## src/rtl/key_pkg.sv

```systemverilog
// Shared definitions for the multi-key debouncer.
//   hold_state_e        : per-key hold tracking states (idle / held / long)
//   DEF_*_CYCLES        : default timing constants for a 100 MHz clk
//   timing_params_ok()  : legality check used at elaboration by the top
package key_pkg;

   typedef enum logic [1:0] {
      ST_IDLE = 2'd0,
      ST_HELD = 2'd1,
      ST_LONG = 2'd2
   } hold_state_e;

   localparam int DEF_DEBOUNCE_CYCLES = 1_000_000;    // 10 ms
   localparam int DEF_LONG_CYCLES     = 100_000_000;  // 1 s
   localparam int DEF_REPEAT_CYCLES   = 20_000_000;   // 200 ms

   function automatic bit timing_params_ok(input int deb, input int lng, input int rpt);
      return (deb >= 2) && (lng > deb) && (rpt >= 2);
   endfunction

endpackage

```

## src/rtl/key_debounce_ch.sv

```systemverilog
// One push-button channel: 2-FF synchroniser, debounce counter, registered
// debounced level, press/release edge pulses and the hold FSM that produces
// long-press and auto-repeat pulses.
//   clk       : system clock
//   rst       : synchronous reset, active-high
//   key_i     : raw asynchronous pin
//   level_o   : debounced level, 1 = pressed
//   press_o   : 1-cycle pulse on debounced press
//   release_o : 1-cycle pulse on debounced release
//   long_o    : 1-cycle pulse when a hold reaches LONG_CYCLES
//   rpt_o     : 1-cycle pulse every REPEAT_CYCLES while in long hold
//
// Hold FSM
//   state   | meaning
//   ST_IDLE | key released (or press not yet seen)
//   ST_HELD | key pressed, hcnt counting towards the long-press threshold
//   ST_LONG | long press reached, rcnt paces the auto-repeat pulses
module key_debounce_ch
   import key_pkg::*;
#(
   parameter int ACTIVE_LOW      = 1,
   parameter int DEBOUNCE_CYCLES = DEF_DEBOUNCE_CYCLES,
   parameter int LONG_CYCLES     = DEF_LONG_CYCLES,
   parameter int REPEAT_CYCLES   = DEF_REPEAT_CYCLES,
   parameter int REPEAT_EN       = 1
) (
   input  logic clk,
   input  logic rst,
   input  logic key_i,
   output logic level_o,
   output logic press_o,
   output logic release_o,
   output logic long_o,
   output logic rpt_o
);

   localparam int DW = $clog2(DEBOUNCE_CYCLES);
   localparam int HW = $clog2(LONG_CYCLES);
   localparam int RW = $clog2(REPEAT_CYCLES);

   localparam logic [DW-1:0] D_LAST   = DW'(DEBOUNCE_CYCLES - 1);
   localparam logic [HW-1:0] H_LAST   = HW'(LONG_CYCLES - 1);
   localparam logic [RW-1:0] R_LAST   = RW'(REPEAT_CYCLES - 1);
   localparam logic          IDLE_PIN = (ACTIVE_LOW != 0);

   logic          sync1_q, sync2_q;
   logic          stable_q, stable_d;
   logic [DW-1:0] dcnt_q, dcnt_d;
   logic          level_q, level_prev_q;
   logic          press_q, press_d;
   logic          release_q, release_d;
   logic          long_q, long_d;
   logic          rpt_q, rpt_d;
   hold_state_e   state_q, state_d;
   logic [HW-1:0] hcnt_q, hcnt_d;
   logic [RW-1:0] rcnt_q, rcnt_d;
   logic          pressed_now;

   // Normalise polarity so that 1 always means pressed from here on.
   assign pressed_now = sync2_q ^ IDLE_PIN;

   always_comb begin
      stable_d  = stable_q;
      dcnt_d    = '0;
      press_d   = level_q & ~level_prev_q;
      release_d = ~level_q & level_prev_q;
      state_d   = state_q;
      hcnt_d    = hcnt_q;
      rcnt_d    = rcnt_q;
      long_d    = 1'b0;
      rpt_d     = 1'b0;

      // Any cycle that agrees with the stable level leaves dcnt at 0,
      // so a bounce restarts the count.
      if (pressed_now != stable_q) begin
         if (dcnt_q == D_LAST) begin
            stable_d = ~stable_q;
         end else begin
            dcnt_d = dcnt_q + 1'b1;
         end
      end

      // The FSM follows the registered level; a low level forces idle in the
      // same cycle the release pulse is produced, suppressing long/rpt there.
      if (!level_q) begin
         state_d = ST_IDLE;
         hcnt_d  = '0;
         rcnt_d  = '0;
      end else begin
         case (state_q)
            ST_IDLE: begin
               if (press_d) begin
                  state_d = ST_HELD;
                  hcnt_d  = '0;
               end
            end
            ST_HELD: begin
               if (hcnt_q == H_LAST) begin
                  state_d = ST_LONG;
                  long_d  = 1'b1;
                  hcnt_d  = '0;
                  rcnt_d  = '0;
               end else begin
                  hcnt_d = hcnt_q + 1'b1;
               end
            end
            ST_LONG: begin
               if (REPEAT_EN != 0) begin
                  if (rcnt_q == R_LAST) begin
                     rcnt_d = '0;
                     rpt_d  = 1'b1;
                  end else begin
                     rcnt_d = rcnt_q + 1'b1;
                  end
               end
            end
            default: state_d = ST_IDLE;
         endcase
      end
   end

   always_ff @(posedge clk) begin
      if (rst) begin
         sync1_q      <= IDLE_PIN;
         sync2_q      <= IDLE_PIN;
         stable_q     <= 1'b0;
         dcnt_q       <= '0;
         level_q      <= 1'b0;
         level_prev_q <= 1'b0;
         press_q      <= 1'b0;
         release_q    <= 1'b0;
         long_q       <= 1'b0;
         rpt_q        <= 1'b0;
         state_q      <= ST_IDLE;
         hcnt_q       <= '0;
         rcnt_q       <= '0;
      end else begin
         sync1_q      <= key_i;
         sync2_q      <= sync1_q;
         stable_q     <= stable_d;
         dcnt_q       <= dcnt_d;
         level_q      <= stable_q;
         level_prev_q <= level_q;
         press_q      <= press_d;
         release_q    <= release_d;
         long_q       <= long_d;
         rpt_q        <= rpt_d;
         state_q      <= state_d;
         hcnt_q       <= hcnt_d;
         rcnt_q       <= rcnt_d;
      end
   end

   assign level_o   = level_q;
   assign press_o   = press_q;
   assign release_o = release_q;
   assign long_o    = long_q;
   assign rpt_o     = rpt_q;

endmodule

```

## src/rtl/multi_key_debounce.sv

```systemverilog
// N-channel push-button conditioner: one key_debounce_ch per key plus an
// any-key-pressed summary.
//   clk           : system clock
//   rst           : synchronous reset, active-high
//   key_in        : raw asynchronous button pins
//   key_level     : debounced state per key, 1 = pressed
//   press_pulse   : 1-cycle pulse per key on debounced press
//   release_pulse : 1-cycle pulse per key on debounced release
//   long_pulse    : 1-cycle pulse per key when a hold reaches LONG_CYCLES
//   rpt_pulse     : 1-cycle auto-repeat pulses per key after long_pulse
//   any_pressed   : OR of key_level (built only from registered levels)
module multi_key_debounce
   import key_pkg::*;
#(
   parameter int N_KEYS          = 4,
   parameter int ACTIVE_LOW      = 1,
   parameter int DEBOUNCE_CYCLES = DEF_DEBOUNCE_CYCLES,
   parameter int LONG_CYCLES     = DEF_LONG_CYCLES,
   parameter int REPEAT_CYCLES   = DEF_REPEAT_CYCLES,
   parameter int REPEAT_EN       = 1
) (
   input  logic              clk,
   input  logic              rst,
   input  logic [N_KEYS-1:0] key_in,
   output logic [N_KEYS-1:0] key_level,
   output logic [N_KEYS-1:0] press_pulse,
   output logic [N_KEYS-1:0] release_pulse,
   output logic [N_KEYS-1:0] long_pulse,
   output logic [N_KEYS-1:0] rpt_pulse,
   output logic              any_pressed
);

   if (!timing_params_ok(DEBOUNCE_CYCLES, LONG_CYCLES, REPEAT_CYCLES)) begin : g_param_check
      $error("multi_key_debounce: illegal timing parameters");
   end

   for (genvar k = 0; k < N_KEYS; k++) begin : g_ch
      key_debounce_ch #(
         .ACTIVE_LOW      (ACTIVE_LOW),
         .DEBOUNCE_CYCLES (DEBOUNCE_CYCLES),
         .LONG_CYCLES     (LONG_CYCLES),
         .REPEAT_CYCLES   (REPEAT_CYCLES),
         .REPEAT_EN       (REPEAT_EN)
      ) u_ch (
         .clk       (clk),
         .rst       (rst),
         .key_i     (key_in[k]),
         .level_o   (key_level[k]),
         .press_o   (press_pulse[k]),
         .release_o (release_pulse[k]),
         .long_o    (long_pulse[k]),
         .rpt_o     (rpt_pulse[k])
      );
   end

   assign any_pressed = |key_level;

endmodule

```

## config.mk

```make
export PLATFORM = sky130hd
export DESIGN_NAME = multi_key_debounce
export DESIGN_NICKNAME = d
export VERILOG_FILES = /design/src/rtl/key_pkg.sv /design/src/rtl/key_debounce_ch.sv /design/src/rtl/multi_key_debounce.sv
export SDC_FILE = /design/constraint.sdc
export NUM_CORES = 1
export LEC_CHECK = 0
export ABC_CLOCK_PERIOD_IN_PS = 2060
export CAP_MARGIN = 20
export CORE_MARGIN = 2
export CORE_UTILIZATION = 57
export CTS_BUF_LIST = sky130_fd_sc_hd__clkbuf_8
export DETAILED_ROUTE_END_ITERATION = 8
export DONT_BUFFER_PORTS = 1
export PLACE_DENSITY = 0.74
export SETUP_SLACK_MARGIN = 0.5
export SYNTH_ARGS = -nofsm -noshare
export SYNTH_HDL_FRONTEND = slang
export SYNTH_SLANG_ARGS = --single-unit
```

## constraint.sdc

```tcl
create_clock -name clk -period 2.06 [get_ports clk]
set_input_delay 0.412 -clock clk [delete_from_list [all_inputs] [get_ports clk]]
set_output_delay 0.412 -clock clk [all_outputs]
set_load 0.03 [all_outputs]
```

==> results of run 1 <==
-- kinds of logic (layout without fill, tap and decap cells) --
| kind of cell | count (synthesis) | count (layout) | share of synthesized area |
|---|---|---|---|
| AOI/OAI and AO/OA | 267 | 271 | 0.1138 |
| muxes | 10 | 10 | 0.006310 |
| and+or+nand+nor | 983 | 984 | 0.3270 |
| xor gates and xnor gates | 162 | 162 | 0.08945 |
| adders and majority gates | 12 | 12 | 0.009465 |
| DFF | 332 | 332 | 0.4190 |
| buffers and inverters | 125 | 462 | 0.03494 |
-- layout make-up --
type,instances,share of cell area
Inverter,48,0.008561
Clock buffer,76,0.04588
Timing Repair Buffer,314,0.1347
Clock inverter,24,0.004994
Multi-Input combinational cell,1439,0.4848
Sequential cell,332,0.3003
Tap cell,378,0.02074
-- synthesized netlist by cell type (4+ instances only) --
cell type and count:
dfxtp_1 332, nor2_1 266, nand2_1 145, nand3_1 125, nand4_1 97, xor2_1 87, xnor2_1 75, nor3_1 72
a21oi_1 65, and3_1 50, clkbuf_1 47, inv_1 46, a31oi_1 39, nor4_1 33, o21ai_0 31, and4_1 29
or4_1 24, or3_1 22, buf_4 20, a21o_1 19, and2_1 17, nor2b_1 15, or2_2 15, nand4b_1 14
o31ai_1 14, a311oi_1 12, ha_1 12, nand2b_1 11, a211oi_1 10, a22oi_1 10, a41oi_1 10, mux2i_1 10
nor4b_1 10, a211o_1 8, buf_2 8, nand3b_1 8, o211ai_1 7, nor4_2 6, nor4bb_1 6, a22o_1 5
nor3b_1 5, o31a_1 4
-- routing by layer --
layer | part of all wire | global-route usage | wire [µm]
met1 | 0.39 | 0.3585 | 19900
met2 | 0.50 | 0.5180 | 25720
met3 | 0.067 | 0.04233 | 3424
met4 | 0.046 | 0.1245 | 2348
met5 | 0 | 0 | 0
-- sequential cells by signal, summed over array words and instances (netlist names), 8 cells and up --
register,count
g_ch.u_ch.dcnt_q,80
g_ch.u_ch.hcnt_q,108
g_ch.u_ch.rcnt_q,100
g_ch.u_ch.state_q,8
-- stage by stage --
stage	setup WS [ns]	power [mW]	utilization
finish	-0.1137	12.52	0.8252
floorplan	0.07632	6.603	-
detailed placement	-0.01502	6.603	0.6415
CTS	-0.03446	12.53	0.7666
global route	-0.1547	12.86	0.8252
global placement	0.01461	6.602	0.6415
-- power by group --
part	total, mW	switching (mW)	internal, mW
clock	6.04	2.76	3.28
sequential	6.40	0.00681	6.39
combinational	0.0817	0.0399	0.0418
total	12.5	2.81	9.71
-- worst max-delay path, stage by stage (launching register included) --
cell and delay (ns):
dfxtp_1 0.34, or4b_4 0.56, nor4_4 0.20, buf_4 0.19, a31oi_4 0.13, or4_1 0.50
a21oi_2 0.19
-- timing repair --
item,CTS,global route
hold buffers,5,0
hold endpoints to repair,20,0
cloned,21,0
pin swaps,130,124
resized for setup,284,307
endpoints found under the setup margin,303,311
setup buffers,103,50
-- path summary, 6_finish.rpt --
kind,to,depth (start not counted)
max,g_ch[0].u_ch.rcnt_q[23],6
min,g_ch[1].u_ch.level_prev_q,2
max reg2reg,g_ch[0].u_ch.rcnt_q[23],6
min reg2reg,g_ch[0].u_ch.sync2_q,1
==> summary.md, run 1 <==
| Metric | Value |
|---|---|
| Max_slew headroom | 0.3089 |
| Worst-margin pin slew | 1.033 ns |
| Fmax | ~460 MHz |
| Synth Register Bits | 332 |
| First-pass GRT wire length | 72.21 mm |
| Fillers | about 1500 |
| Inst Count DP | about 2300 |
| I/O pin count | 27 |
| Tmin final | roughly 2.2 ns |
| R2R Path Start | g_ch[0].u_ch.hcnt_q[19] |
| Unrepaired setup endpoints after global routing | true |
| TritonCTS buffer count | 55 |
| Hold slack final | 0.1110 ns |
| 1st-pass router iterations | 6 |
| Post-DP HPWL | between 20 and 30 mm |
| Commonest cells after routing, fill and taps aside | dfxtp_1, buf_4, nor2_1 |
| Initial Util | 0.5741 |
| Antenna violations before repair | 0 |
| Setup ws final | -0.1137 ns |
| Buffers on Ports | 0 |
| CTS tree | yes |
| Width of the die | approximately 170 µm |
| EDFF count, synth | 0 |
| Wire length per cell | about 20 µm |
| Post-synth ARST share | 0 |
| Fin nets | between 2000 and 2500 |
| Die area | just under 0.03 mm² |
| Root Driver | clkbuf_8 |
| Area contributors post-synth | dfxtp_1, nor2_1, xor2_1 |
| Crit Path Class | reg -> reg |
| Mapped Cells | between 1500 and 2000 |
| H-tree depth | 2 |
| Total Routing Usage GR | 0.2939 |
| Via-to-Cell Ratio | about 6.4 |
| Multi-input logic area | ~0.011 mm² |
| Worst-path fanout max | 6 |
| Power density over the cells | ~550 mW/mm² |
| Routability cong. | 0.8755 |
| Ys flop type | dfxtp_1 |
| Setup violators final | 50 |
| Chip height | approximately 170 µm |
| Yosys warns | 0 |
| Post-synthesis sequential area ratio | 0.4190 |
| Critical path required time | between 2 and 3 ns |
| Iter 0 DRT Violations | between 1000 and 1500 |
| Register cell area after layout | 0.006847 mm² |
| Most common cell after layout, fill and taps aside | dfxtp_1 |
| Final Cycle Share | 1.055 |
| Critical Path Sink Type | flop |
| R2r setup slk | -0.11 ns |
| Crit start category | flop |
| Post-Syn Area | 0.01586 mm² |
| Cell taking the most area after synthesis | dfxtp_1 |
| Antenna Nets Post-Route | 0 |
| HP Class | in -> reg |
| Post-Layout Cell Count | roughly 2600 |
| Share of layout cells above drive strength 1 | 0.4013 |
| Layout Skew | approximately 0.014 ns |
| Largest net degree at the start of global routing | 25 |
| Setup crit start | g_ch[0].u_ch.hcnt_q[19] |
| Routed WL | between 50 and 60 mm |
| Placed cell area | 0.01772 mm² |
| Syn_nets | about 1900 |
| Critical path arrival | 2.69 ns |
| N_diodes | 0 |
| Final setup TNS | -1.230 ns |
| Cell variety after synth | 73 |
| Clock sinks | 332 |
| Hold_sp | rst |
| CORE AREA | approximately 0.028 mm² |
| Worst skew pair latency | 0.60 ns |
| Synth top area share | 0.4190 |
| # rows | between 60 and 70 |
| Final hold vios | 0 |
| Max Cap Viol | 0 |
| Avg Inst Size Synth | around 8.4 µm² |
| Synth-to-Final Area Change | 43.74% |
| Clk pin slew, worst setup/hold paths | 0.07 ns |
| CTS max path bufs | 3 |
| Post-route DRC | 0 |
| Non-Filler Cell Area, Final | approximately 0.023 mm² |
| Final number of max-transition violations | 0 |
| Worst vdd ir | 0.4765 mV |
| Leakage power | 7.812 nW |
| Via count | 16660 |
| Status | complete, but fails checks |
| GR Overflow Total | 0 |
| Failing checks | negative setup slack |
| Vias in the first global route | roughly 15000 |
No activity file was read; power rests on OpenSTA's default activity.
==> inputs of run 2 (changes only) <==
--- a/config.mk
+++ b/config.mk
@@ -5,15 +5,15 @@
 export SDC_FILE = /design/constraint.sdc
 export NUM_CORES = 1
 export LEC_CHECK = 0
-export ABC_CLOCK_PERIOD_IN_PS = 2060
 export CAP_MARGIN = 20
 export CORE_MARGIN = 2
-export CORE_UTILIZATION = 57
+export CORE_UTILIZATION = 45
 export CTS_BUF_LIST = sky130_fd_sc_hd__clkbuf_8
 export DETAILED_ROUTE_END_ITERATION = 8
 export DONT_BUFFER_PORTS = 1
-export PLACE_DENSITY = 0.74
+export PLACE_DENSITY = 0.61
 export SETUP_SLACK_MARGIN = 0.5
+export SKIP_CTS_REPAIR_TIMING = 1
 export SYNTH_ARGS = -nofsm -noshare
 export SYNTH_HDL_FRONTEND = slang
 export SYNTH_SLANG_ARGS = --single-unit
==> run 2 against run 1 <==
  * The run still ends with negative setup slack left
  * Sequential share of layout area increased by 0.42 points
  * Worst hold slack improved by 0.0041 ns
  * Register-to-register slack about the same
  * Power increased by 0.95%
  * First-iteration DRC count shrank 47%
  * Sequential power barely moved
  * Cell area fell by 1.0%
  * Final cell count rose by 1.6%
  * Die area grew 26%
  * Via count down 10%
  * Critical path depth up 1
  * Highest routed layer unchanged
==> summary.md, run 2 (same netlist as run 1, synthesis figures left out) <==
| Metric | Value |
|---|---|
| Status | complete, but fails checks |
| Failing checks | negative setup slack |
| Fin nets | 2169 (-1.8%) |
| Initial Util | 0.4581 (-0.1160) |
| Critical R2R Capture | g_ch[0].u_ch.rcnt_q[20] |
| R2R Path Start | g_ch[0].u_ch.hcnt_q[17] |
| Most flops, register | g_ch.u_ch.hcnt_q |
| Largest delay share family, worst path | simple AND/OR/NAND/NOR gates |
| Final number of max-transition violations | 0 (unchanged) |
| Routed WL | 42.60 mm (-17%) |
| Hold Path End | g_ch[1].u_ch.dcnt_q[0] |
| Buffers on Ports | 0 (unchanged) |
| Root Driver | clkbuf_8 |
| GRT met1 Usage | 0.2598 (-0.09874) |
| Max incr delay on CP | 0.56 ns (about the same) |
| Most common cell after layout, fill and taps aside | dfxtp_1 |
| Setup ws final | -0.1162 ns (-0.002524 ns) |
| CTS max path bufs | 3 (unchanged) |
| I/O pin count | 27 (unchanged) |
| Width of the die | 191.8 µm (+12%) |
| Routability cong. | 0.8331 (-4.8%) |
| Via-to-Cell Ratio | 5.643 (-12%) |
| Commonest cells after routing, fill and taps aside | dfxtp_1, nor2_1, buf_4 |
| Die area | 0.03677 mm² (+26%) |
| HP Class | in -> reg |
| Total Routing Usage GR | 0.1979 (-0.09596) |
| R2r setup slk | -0.12 ns (about the same) |
| M2 GR Usage | 0.3246 (-0.1934) |
| Highest-delay cell along the critical path | or4b_4 |
| Largest register FFs | 108 (unchanged) |
| Non-Filler Cell Area, Final | 0.02257 mm² (-1.0%) |
| TritonCTS buffer count | 57 (+3.6%) |
| Tmin final | 2.176 ns (+0.002524 ns) |
| Synth-to-Final Area Change | 42.29% |
| Final Power | 12.64 mW (+0.95%) |
| Hold_sp | rst |
| N_diodes | 0 (unchanged) |
| Wire length per cell | 16.06 µm (-18%) |
| CP bufs+invs | 2 (+1) |
| Critical path arrival | 2.74 ns (+0.05 ns) |
| Worst skew pair latency | 0.63 ns (+0.03 ns) |
| Max_slew headroom | 0.2767 (-0.03217) |
| GR Overflow Total | 0 (unchanged) |
| Largest net degree at the start of global routing | 29 (+16%) |
| Final Cycle Share | 1.056 (+0.001225) |
| CORE AREA | 0.03463 mm² (+25%) |
| Hold slack final | 0.1151 ns (+0.004097 ns) |
| 1st-pass router iterations | 5 (-1) |
| Placed cell area | 0.01788 mm² (+0.88%) |
| FF-to-FF path depth | 7 (+1) |
| Chip height | 191.8 µm (+12%) |
| Share of layout cells above drive strength 1 | 0.3842 (-0.01709) |
| H-tree depth | 2 (unchanged) |
| Vias in the first global route | 13040 (-15%) |
| Iter 0 DRT Violations | 756 (-47%) |
| Critical path required time | 2.62 ns (+0.04 ns) |
| Final hold vios | 0 (unchanged) |
| Crit start category | flop |
| Final setup TNS | -1.423 ns (-0.1931 ns) |
| Pre-CTS setup slack | -0.07869 ns (-0.06367 ns) |
| Hold Path Depth | 3 (+1) |
| # rows | 68 (+11%) |
| Power density over the cells | 560.2 mW/mm² (+2.0%) |
| Post-route DRC | 0 (unchanged) |
| Cell Chain, Critical Path | or4b_4 -> nor4_4 -> buf_4 -> buf_12 -> a31oi_4 -> or4_1 -> a21oi_1 |
| Critical Path Sink Type | flop |
| Most Used Layer, Global Route | met2 |
| Setup violators final | 30 (-40%) |
| Unrepaired setup endpoints after global routing | true |
| Post-DP HPWL | 25.25 mm (+0.59%) |
| Via count | 14970 (-10%) |
| Worst-path fanout max | 4 (-2) |
| Layout Skew | 0.02117 ns (+0.007221 ns) |
| Max Cap Viol | 0 (unchanged) |
| Leakage power | 7.583 nW (-2.9%) |
| CTS tree | yes |
| Fmax | 459.5 MHz (-0.12%) |
| Antenna violations before repair | 0 (unchanged) |
| Clock sinks | 332 (unchanged) |
| First-pass GRT wire length | 61.40 mm (-15%) |
| Largest registers | g_ch.u_ch.hcnt_q x108, g_ch.u_ch.rcnt_q x100, g_ch.u_ch.dcnt_q x80 |
| Worst vdd ir | 0.4180 mV (-12%) |
| Met3 usage | 0.03545 (-0.006885) |
| Crit Path Class | reg -> reg |
| Antenna Nets Post-Route | 0 (unchanged) |
| Clk pin slew, worst setup/hold paths | 0.06 ns (about the same) |
| Worst-margin pin slew | 1.081 ns (+0.04810 ns) |
[run 2: layout make-up]
cell class / count / area (µm²)
tap: 455 / 569.3
clock inverter: 28 / 146.4
timing repair buffer: 274 / 2710
clock buffer: 77 / 1060
sequential: 332 / 6873
multi-input combinational: 1438 / 11020
fill: 2737 / 12060
inverter: 48 / 192.7
[run 2: power by group]
part           switching, mW  internal [mW]  total [mW]  leakage, nW
Combinational         0.0371         0.0386      0.0757         4.15
Clock                   2.73           3.44        6.17        0.694
Sequential           0.00747           6.39        6.39         2.74
[run 2: worst max-delay path by stage]
stage                                  startpoint                       to  slack (ns)  depth (start not counted)
final                     g_ch[0].u_ch.hcnt_q[17]  g_ch[0].u_ch.rcnt_q[20]       -0.12                          7
after global routing      g_ch[0].u_ch.hcnt_q[17]  g_ch[0].u_ch.rcnt_q[21]       -0.14                          6
after floorplan           g_ch[3].u_ch.hcnt_q[25]   g_ch[3].u_ch.rcnt_q[5]        0.08                          5
after CTS                    g_ch[0].u_ch.level_o              any_pressed       -0.31                          2
after detailed placement  g_ch[0].u_ch.hcnt_q[17]   g_ch[0].u_ch.rcnt_q[2]       -0.08                          6
after global placement    g_ch[0].u_ch.hcnt_q[17]   g_ch[0].u_ch.rcnt_q[3]       -0.04                          6
[run 2: per-layer routing]
| metal | wire length, µm | vias to the layer above |
|---|---|---|
| li1 | - | 7429 |
| met1 | 19220 | 7193 |
| met2 | 20770 | 257 |
| met3 | 1552 | 87 |
| met4 | 1056 | 0 |
| met5 | 0 | - |
[run 2: tightest hold or removal path, cell delays in order]
cell and delay, ns:
or3_4 0.14, buf_6 0.12, nor2_1 0.03
[run 2: stage by stage]
step                  util  instances
global route        0.6518       2652
floorplan                -       1891
CTS                 0.5512       2522
detailed placement  0.5164       2417
global placement    0.5164       2417
finish              0.6518       2652
==> inputs of run 3 (changes only) <==
--- a/config.mk
+++ b/config.mk
@@ -8,10 +8,9 @@
 export CAP_MARGIN = 20
 export CORE_MARGIN = 2
 export CORE_UTILIZATION = 45
-export CTS_BUF_LIST = sky130_fd_sc_hd__clkbuf_8
+export CTS_BUF_LIST = sky130_fd_sc_hd__clkbuf_4
 export DETAILED_ROUTE_END_ITERATION = 8
-export DONT_BUFFER_PORTS = 1
-export PLACE_DENSITY = 0.61
+export PLACE_DENSITY = 0.62
 export SETUP_SLACK_MARGIN = 0.5
 export SKIP_CTS_REPAIR_TIMING = 1
 export SYNTH_ARGS = -nofsm -noshare
==> run 3 against run 2 <==
  * The run still ends with negative setup slack left
  * Fmax fell by 3.0%
  * Worst hold slack improved by 0.17 ns
  * Sequential power barely moved
  * Core utilization fell by 0.33 points
  * Routed wire length fell by 1.1%
  * Flip-flop and latch count did not move
  * Critical path type unchanged
  * Largest cell class unchanged
==> summary.md, run 3 (same netlist as run 1, synthesis figures left out) <==
| Metric | Value |
|---|---|
| Status | complete, but fails checks |
| Failing checks | negative setup slack |
| Die area | 0.03677 mm² (unchanged) |
| TritonCTS buffer count | 93 (+63%) |
| Setup violators final | 43 (+43%) |
| Final cell utilization of the core | 0.6486 (-0.003252) |
| Critical path arrival | 2.85 ns (+0.11 ns) |
| Routability cong. | 0.8410 (+0.95%) |
| CTS max path bufs | 3 (unchanged) |
| Crit start category | flop |
| 1st-pass router iterations | 5 (unchanged) |
| Pre-CTS setup slack | -0.1298 ns (-0.05114 ns) |
| Post-route DRC | 0 (unchanged) |
| Leakage power | 7.600 nW (+0.23%) |
| Crit Path Class | reg -> reg |
| Total Routing Usage GR | 0.2074 (+0.009526) |
| Final setup TNS | -3.218 ns (-1.795 ns) |
| Wire length per cell | 15.41 µm (-4.1%) |
| Most common cell on crit path | buf_6 |
| Fmax | 446.0 MHz (-3.0%) |
| Via-to-Cell Ratio | 5.563 (-1.4%) |
| Inst Count DP | 2481 (+2.6%) |
| Clock sinks | 332 (unchanged) |
| Power density over the cells | 539.4 mW/mm² (-3.7%) |
| Max_slew headroom | 0.5470 (+0.2703) |
| CTS tree | yes |
| Max Cap Viol | 0 (unchanged) |
| Largest registers | g_ch.u_ch.hcnt_q x108, g_ch.u_ch.rcnt_q x100, g_ch.u_ch.dcnt_q x80 |
| Antenna violations before repair | 1 (+1) |
| CP bufs+invs | 5 (+3) |
| Routed WL | 42.15 mm (-1.1%) |
| CORE AREA | 0.03463 mm² (unchanged) |
| Root Driver | clkbuf_4 |
| H-tree depth | 3 (+1) |
| Largest register FFs | 108 (unchanged) |
| Cell Chain, Critical Path | or4b_4 -> nor4_4 -> buf_4 -> buf_6 -> buf_6 -> buf_6 -> a21boi_4 -> o21ai_4 -> clkbuf_16 -> nor2_4 |
| Chip height | 191.8 µm (unchanged) |
| Most common cell after layout, fill and taps aside | dfxtp_1 |
| Critical Path Sink Type | flop |
| Worst skew pair latency | 0.76 ns (+0.13 ns) |
| Setup ws final | -0.1824 ns (-0.06618 ns) |
| Via count | 15220 (+1.7%) |
| First-pass GRT wire length | 64.22 mm (+4.6%) |
| Synth-to-Final Area Change | 41.58% |
| Initial Util | 0.4581 (unchanged) |
| Final number of max-transition violations | 0 (unchanged) |
| Tmin final | 2.242 ns (+0.06618 ns) |
| # rows | 68 (unchanged) |
| GR Overflow Total | 0 (unchanged) |
| Final hold vios | 0 (unchanged) |
| HP Class | in -> reg |
| Critical path required time | 2.67 ns (+0.05 ns) |
| Buffers on Ports | 26 (+26) |
| Worst-margin pin slew | 0.6765 ns (-0.4048 ns) |
| Final Cycle Share | 1.089 (+0.03212) |
| Most flops, register | g_ch.u_ch.hcnt_q |
| Post-Layout Cell Count | 2735 (+3.1%) |
| Largest net degree at the start of global routing | 21 (-28%) |
| Largest delay share family, worst path | simple AND/OR/NAND/NOR gates |
| Commonest cells after routing, fill and taps aside | dfxtp_1, nor2_1, buf_4 |
| Unrepaired setup endpoints after global routing | true |
| Highest-delay cell along the critical path | or4b_4 |
| Max incr delay on CP | 0.56 ns (about the same) |
| Vias in the first global route | 13820 (+5.9%) |
| Worst-path fanout max | 5 (+1) |
| Layout Skew | 0.04417 ns (+0.02300 ns) |
| Fin nets | 2230 (+2.8%) |
| Iter 0 DRT Violations | 733 (-3.0%) |
| I/O pin count | 27 (unchanged) |
| Clk pin slew, worst setup/hold paths | 0.06 ns (about the same) |
| Antenna Nets Post-Route | 0 (unchanged) |
| Share of layout cells above drive strength 1 | 0.3949 (+0.01075) |
| Worst vdd ir | 0.3383 mV (-19%) |
| Width of the die | 191.8 µm (unchanged) |
| Post-DP HPWL | 26.14 mm (+3.5%) |
| Final Power | 12.11 mW (-4.2%) |
==> run 3: cell types whose count changed in the layout (fill, tap and decap cells not counted), moves of 6 or more <==
cell / change
nor2_4: -6
clkbuf_8: -77
inv_1: -18
buf_4: +10
clkbuf_4: +123
and3_1: +6
and3_4: -6
dfxtp_4: -10
nor2_1: +6
dfxtp_2: +12
clkinv_1: +31
buf_6: +19
==> run 3: path summary, 6_finish.rpt <==
path,start,slack [ns],to,cells after the start
min,key_in[3],0.28,g_ch[3].u_ch.sync1_q,2
max reg2reg,g_ch[0].u_ch.hcnt_q[17],-0.18,g_ch[0].u_ch.hcnt_q[4],10
max,g_ch[0].u_ch.hcnt_q[17],-0.18,g_ch[0].u_ch.hcnt_q[4],10
min reg2reg,g_ch[1].u_ch.sync1_q,0.41,g_ch[1].u_ch.sync2_q,1
==> run 3: layout make-up <==
class                           count  area (µm²)
Timing Repair Buffer              300        2899
Sequential cell                   332        6850
Clock buffer                      123       923.4
Multi-Input combinational cell   1437       10860
Fill cell                        2869       12170
Clock inverter                     39       155.1
Antenna cell                        1       2.502
Tap cell                          455       569.3
Inverter                           48       196.4
==> run 3: worst register-to-register path, delay by kind of cell (launching register included) <==
| family | cells | cell delay [ns] |
|---|---|---|
| and+or+nand+nor | 3 | 0.73 |
| buffers and inverters | 5 | 0.71 |
| AOI/OAI and AO/OA | 2 | 0.34 |
| DFF | 1 | 0.32 |
==> run 3: report_power, final <==
group          switching, mW  total (mW)  internal, mW  leakage (nW)
logic                 0.0429      0.0876        0.0446          4.22
clock network           2.85        5.62          2.78         0.643
registers            0.00787        6.40          6.40          2.74
==> run 3: routing by layer <==
layer,up-vias,routed length (µm),GRT usage
li1,7560,-,-
met1,7279,18900,0.2711
met2,303,20810,0.3410
met3,74,1606,0.04129
met4,0,835,0.07130
met5,-,0,0
==> run 3: through the flow <==
| stage | instance area, µm² | hold WS, ns |
|---|---|---|
| after CTS | 19530 | 0.1960 |
| final | 22460 | 0.2822 |
| after detailed placement | 18450 | 0.4000 |
| after global placement | 18450 | 0.3921 |
| after global routing | 22460 | 0.2024 |
| after floorplan | 16700 | 0.3895 |
